### config.mk
export PLATFORM = sky130hd
export DESIGN_NAME = uart_receiver
export DESIGN_NICKNAME = d
export VERILOG_FILES = /design/src/rtl/uart_receiver.sv
export SDC_FILE = /design/constraint.sdc
export NUM_CORES = 1
export LEC_CHECK = 0
export BUFFER_PORTS_ARGS = -buffer_cell sky130_fd_sc_hd__buf_2
export CORE_ASPECT_RATIO = 0.6
export CORE_MARGIN = 2
export CORE_UTILIZATION = 52
export CTS_CLUSTER_DIAMETER = 120
export DETAILED_ROUTE_END_ITERATION = 10
export PLACE_DENSITY = 0.8
export SETUP_SLACK_MARGIN = 0.05
export SKIP_LAST_GASP = 1
export SLEW_MARGIN = 40
export SYNTH_ARGS = -nofsm -noshare
export SYNTH_HDL_FRONTEND = slang
export SYNTH_SLANG_ARGS = --single-unit
### constraint.sdc
create_clock -name clk -period 3 [get_ports clk]
set_clock_uncertainty 0.05 [all_clocks]
set_input_delay 0.6 -clock clk [delete_from_list [all_inputs] [get_ports clk]]
set_output_delay 0.6 -clock clk [all_outputs]
set_load 0.01 [all_outputs]
### src/rtl/uart_receiver.sv
// uart_receiver: 8N1 serial receiver with mid-bit sampling and a small
// valid/ready receive FIFO. Framing and overrun errors are one-cycle pulses.
// Optional feature macro: UART_RX_PARITY_EN (adds one even-parity bit after bit 7).
`timescale 1ns/1ps
module uart_receiver #(
  parameter int CLKS_PER_BIT = 868,
  parameter int FIFO_DEPTH   = 8
) (
  input  logic       clk,
  input  logic       rst,
  input  logic       rx_i,
  output logic [7:0] data_o,
  output logic       valid_o,
  input  logic       ready_i,
  output logic       frame_err_o,
  output logic       overrun_o,
  output logic       busy_o
);

  localparam int CW = $clog2(CLKS_PER_BIT);
  localparam int AW = $clog2(FIFO_DEPTH);
  // The counter runs from N-1 down to 0, so "expiry" lands exactly N cycles later.
  localparam logic [CW-1:0] HALF_M1 = CW'(CLKS_PER_BIT / 2 - 1);
  localparam logic [CW-1:0] FULL_M1 = CW'(CLKS_PER_BIT - 1);

  typedef enum logic [2:0] {
    S_IDLE,
    S_START,
    S_DATA,
`ifdef UART_RX_PARITY_EN
    S_PARITY,
`endif
    S_STOP,
    S_WAIT_IDLE
  } state_t;

  logic          rx_meta_q, rx_sync_q;
  state_t        state_q, state_d;
  logic [CW-1:0] cnt_q, cnt_d;
  logic [3:0]    idx_q, idx_d;
  logic [7:0]    shift_q, shift_d;
  logic          ferr_q, ferr_d;
  logic          ovr_q, ovr_d;
  logic [AW:0]   wr_ptr_q, wr_ptr_d;
  logic [AW:0]   rd_ptr_q, rd_ptr_d;
  logic [7:0]    mem_q [FIFO_DEPTH];
`ifdef UART_RX_PARITY_EN
  logic          par_err_q, par_err_d;
`endif

  logic expire, line, push, pop, full, empty, wr_en;

  assign expire = (cnt_q == '0);
  assign line   = rx_sync_q;

  // Two-flop synchronizer; resets to idle-high so reset never looks like a start edge.
  always_ff @(posedge clk or negedge rst) begin
    if (!rst) begin
      rx_meta_q <= 1'b1;
      rx_sync_q <= 1'b1;
    end else begin
      rx_meta_q <= rx_i;
      rx_sync_q <= rx_meta_q;
    end
  end

  // Receive FSM next-state, bit assembly and error pulse generation.
  always_comb begin
    state_d = state_q;
    cnt_d   = cnt_q;
    idx_d   = idx_q;
    shift_d = shift_q;
    ferr_d  = 1'b0;
    push    = 1'b0;
`ifdef UART_RX_PARITY_EN
    par_err_d = par_err_q;
`endif
    case (state_q)
      S_IDLE: begin
        if (!line) begin
          cnt_d   = HALF_M1;
          state_d = S_START;
        end
      end
      S_START: begin
        if (!expire) begin
          cnt_d = cnt_q - 1'b1;
        end else if (!line) begin
          cnt_d   = FULL_M1;
          idx_d   = 4'd0;
          state_d = S_DATA;
`ifdef UART_RX_PARITY_EN
          par_err_d = 1'b0;
`endif
        end else begin
          state_d = S_IDLE;
        end
      end
      S_DATA: begin
        if (!expire) begin
          cnt_d = cnt_q - 1'b1;
        end else begin
          shift_d[idx_q[2:0]] = line;
          cnt_d = FULL_M1;
          if (idx_q == 4'd7) begin
`ifdef UART_RX_PARITY_EN
            state_d = S_PARITY;
`else
            state_d = S_STOP;
`endif
          end else begin
            idx_d = idx_q + 4'd1;
          end
        end
      end
`ifdef UART_RX_PARITY_EN
      S_PARITY: begin
        if (!expire) begin
          cnt_d = cnt_q - 1'b1;
        end else begin
          par_err_d = (^shift_q) ^ line;
          cnt_d     = FULL_M1;
          state_d   = S_STOP;
        end
      end
`endif
      S_STOP: begin
        if (!expire) begin
          cnt_d = cnt_q - 1'b1;
        end else if (!line) begin
          ferr_d  = 1'b1;
          state_d = S_WAIT_IDLE;
`ifdef UART_RX_PARITY_EN
        end else if (par_err_q) begin
          ferr_d  = 1'b1;
          state_d = S_IDLE;
`endif
        end else begin
          push    = 1'b1;
          state_d = S_IDLE;
        end
      end
      S_WAIT_IDLE: begin
        if (line) state_d = S_IDLE;
      end
      default: state_d = S_IDLE;
    endcase
  end

  // FIFO pointer arithmetic: pop is honoured first, so a full FIFO can accept a push while draining.
  always_comb begin
    empty    = (wr_ptr_q == rd_ptr_q);
    full     = (wr_ptr_q[AW] != rd_ptr_q[AW]) && (wr_ptr_q[AW-1:0] == rd_ptr_q[AW-1:0]);
    pop      = !empty && ready_i;
    wr_en    = push && (!full || pop);
    ovr_d    = push && full && !pop;
    rd_ptr_d = rd_ptr_q + (AW + 1)'(pop);
    wr_ptr_d = wr_ptr_q + (AW + 1)'(wr_en);
  end

  // Control state registers.
  always_ff @(posedge clk or negedge rst) begin
    if (!rst) begin
      state_q  <= S_IDLE;
      cnt_q    <= '0;
      idx_q    <= 4'd0;
      ferr_q   <= 1'b0;
      ovr_q    <= 1'b0;
      wr_ptr_q <= '0;
      rd_ptr_q <= '0;
`ifdef UART_RX_PARITY_EN
      par_err_q <= 1'b0;
`endif
    end else begin
      state_q  <= state_d;
      cnt_q    <= cnt_d;
      idx_q    <= idx_d;
      ferr_q   <= ferr_d;
      ovr_q    <= ovr_d;
      wr_ptr_q <= wr_ptr_d;
      rd_ptr_q <= rd_ptr_d;
`ifdef UART_RX_PARITY_EN
      par_err_q <= par_err_d;
`endif
    end
  end

  // Datapath storage: shift register and FIFO array carry no reset.
  always_ff @(posedge clk) begin
    shift_q <= shift_d;
    if (wr_en) mem_q[wr_ptr_q[AW-1:0]] <= shift_q;
  end

  assign valid_o     = !empty;
  assign data_o      = empty ? 8'h00 : mem_q[rd_ptr_q[AW-1:0]];
  assign busy_o      = (state_q != S_IDLE);
  assign frame_err_o = ferr_q;
  assign overrun_o   = ovr_q;

endmodule
==> out/metrics.cfg <==
[status]
status=finished, final reports clean

[yosys]
synth_edf_count=72
synth-seq-area-share=0.651
yosys_warnings=0
avgSynthCellArea_um2=15.0
ys_types=59
ys_top_cells_by_area=edfxtp_1 (49%), dfrtp_1 (15%), mux4_2 (8.1%), nor2_1 (2.5%), mux2i_1 (2.3%)
synth-seq-cells=101
synthArstFlopShare=0.287
synthCells=295
synth_nets=305
synth.largest_area_cell=edfxtp_1
synth_top_area_share=0.487
ys_dominant_reg_cell=edfxtp_1
synth_area_um2=4440

[detailed_routing]
via_per_inst=6.07
top_layer_used=met4
dr_wl_met2_um=4100
wl_um=9520
vias=2669
drt-wirelength-per-cell_um=21.6
ant_nets=0
wl_met3_um=799
drt_drc_violations_left=0
drtIter0Drc=345
route.layer.met1.wl_um=4580
firstDrtPassIters=5

[clock_network]
cts_max_level=3
postCtsSetupRepairBufs=0
clock_latency_ps=340
cts_tree=done
hold_buffers=0
numCtsBuffers=9
cts-resized-gates=0
cts_sinks=101
cts_buffer_depth=2
cts-root-buf=clkbuf_16
clk_pin_slew_ps=70

[timing]
fin_tns_setup_ps=0
period_share=0.917
hold_viol=0
finalSetupViolations=0
slew_viol_final=0
worstMarginPinSlew_ps=671
hold_ws_ps=243
layout_min_cycle_time_ps=2750
grt_setup_unrepaired=no
fmax_mhz=364
max-slew-margin-rel=0.553

[floorplanning]
rows=26
io_pins=16
dieArea_um2=9310
coreArea_um2=8390
fp.dieW_um=123
chipHeight_um=75.6
start_util=0.529

[worst_setup_path]
crit_required_ps=2350
critPathMaxFanout=9
worstPathArrival_ps=2100
critical_path_class=reg2out
critPathLaunchType=flop
critPathCaptureType=primary output

[global_routing]
antenna_found_initial=0
track_usage=0.229
gr-total-overflow=0
grt_pass1_wl_um=15100
grt_max_degree=30
grt_pass1_vias=2580

[finish]
drive_gt1_frac=0.229
utilization=0.596
regArea_um2=2890
design_area_um2=5000
n_fill_cell=633
nNetsFinal=333
n_antenna_cell=0
area_growth_pct=12.7
multi_input_area_um2=1440

[flow_run]
drv_cap=0

[placed_design]
post-dp-hpwl_um=6540
gp_congestion=0.843
numPortBuffers=15
dpl-instance-area_um2=4710

[worst_hold_path]
hold_class=in2async

[power]
ir_worst_vdd_v=0.000320
p_leak_nw=1.85
powerDensity_nw_per_um2=688

-- logic make-up (layout without fill, tap and decap cells) --
| family | after synthesis | after routing | synth area share |
|---|---|---|---|
| flip-flops | 101 | 101 | 0.651 |
| buffers and inverters | 26 | 59 | 0.0245 |
| XOR/XNOR | 9 | 9 | 0.0178 |
| adder cells (fa/ha/maj) | 6 | 6 | 0.0169 |
| AO/OA/AOI/OAI | 44 | 44 | 0.0795 |
| multiplexers | 26 | 26 | 0.104 |
| AND/OR/NAND/NOR | 83 | 83 | 0.106 |
-- cells in the mapped netlist, types with 5 or more instances --
cell      count
nand2_1       7
xnor2_1       7
inv_1        11
or3_1         6
nand3_1       8
o21ai_0       7
dfrtp_1      27
edfxtp_1     72
mux2i_1      10
a21oi_1       7
nor2_1       30
clkbuf_1      8
nor3_1        6
ha_1          6
o31ai_1       5
mux4_2       16
-- sequential cells by signal, summed over array words and instances (netlist names) --
signal / flops
overrun_o: 1
shift_q: 8
cnt_q: 10
rd_ptr_q: 4
frame_err_o: 1
rx_meta_q: 1
wr_ptr_q: 4
idx_q: 4
line: 1
state_q: 3
mem_q: 64
-- worst paths after layout --
path,start,endpoint,slack (ps),depth (start not counted)
max,rd_ptr_q[0]$_DFF_PN0_,data_o[3],250,7
min in group clk,rx_i,rx_meta_q$_DFF_PN1_,310,1
max reg2reg,cnt_q[0]$_DFFE_PN0P_,mem_q[3][6]$_DFFE_PP_,280,7
max in group asynchronous,rst,rd_ptr_q[2]$_DFF_PN0_,2230,1
min reg2reg,rx_meta_q$_DFF_PN1_,line$_DFF_PN1_,310,0
min,rst,cnt_q[8]$_DFFE_PN0P_,240,1
-- where the power goes --
part | internal (mW) | leakage [nW] | switching, mW
Combinational | 0.392 | 0.694 | 0.384
Sequential | 1.51 | 1.02 | 0.0242
Clock | 0.642 | 0.145 | 0.490
Total | 2.55 | 1.85 | 0.898
-- per-stage QoR --
| stage | setup slack, ps | power [mW] | cells |
|---|---|---|---|
| floorplan | 235 | 2.12 | 295 |
| global placement | 438 | 2.33 | 424 |
| detailed placement | 299 | 2.35 | 424 |
| CTS | 207 | 3.48 | 440 |
| global route | 114 | 3.59 | 440 |
| finish | 250 | 3.44 | 440 |
-- metal layers --
layer,vias to the layer above,global-route usage
li1,1200,-
met1,1343,0.359
met2,120,0.323
met3,6,0.0711
met4,0,0.0341
met5,-,0
-- worst max-delay path, cell delays in order, from the launching register on --
cell,delay (ps)
dfrtp_1,380
buf_4,200
xnor2_1,160
nand3_1,190
nor2b_1,360
buf_4,240
nor2_1,70
buf_2,140
-- layout by cell type (no fill, tap or decap), types with 3 or more instances in the layout --
cell type / Yosys / final
buf_4: 0 / 17
nand3_1: 8 / 8
o31ai_1: 5 / 5
buf_2: 3 / 15
a21oi_1: 7 / 7
clkbuf_16: 0 / 9
nor2b_1: 3 / 3
inv_1: 11 / 11
nor3b_1: 3 / 3
xnor2_1: 7 / 7
or3_1: 6 / 6
dfrtp_1: 27 / 27
mux4_2: 16 / 16
edfxtp_1: 72 / 72
o21ai_0: 7 / 7
nor3_1: 6 / 6
nand2_1: 7 / 7
nand2b_1: 3 / 3
mux2i_1: 10 / 10
ha_1: 6 / 6
nor2_1: 30 / 30
-- area by class of cell --
type	instances	share of cell area
sequential	101	0.578
multi-input combinational	168	0.288
clock buffer	9	0.0450
timing repair buffer	32	0.0405
tap	112	0.0280
clock inverter	7	0.0130
inverter	11	0.00825
(Power assumes the default switching activity.)
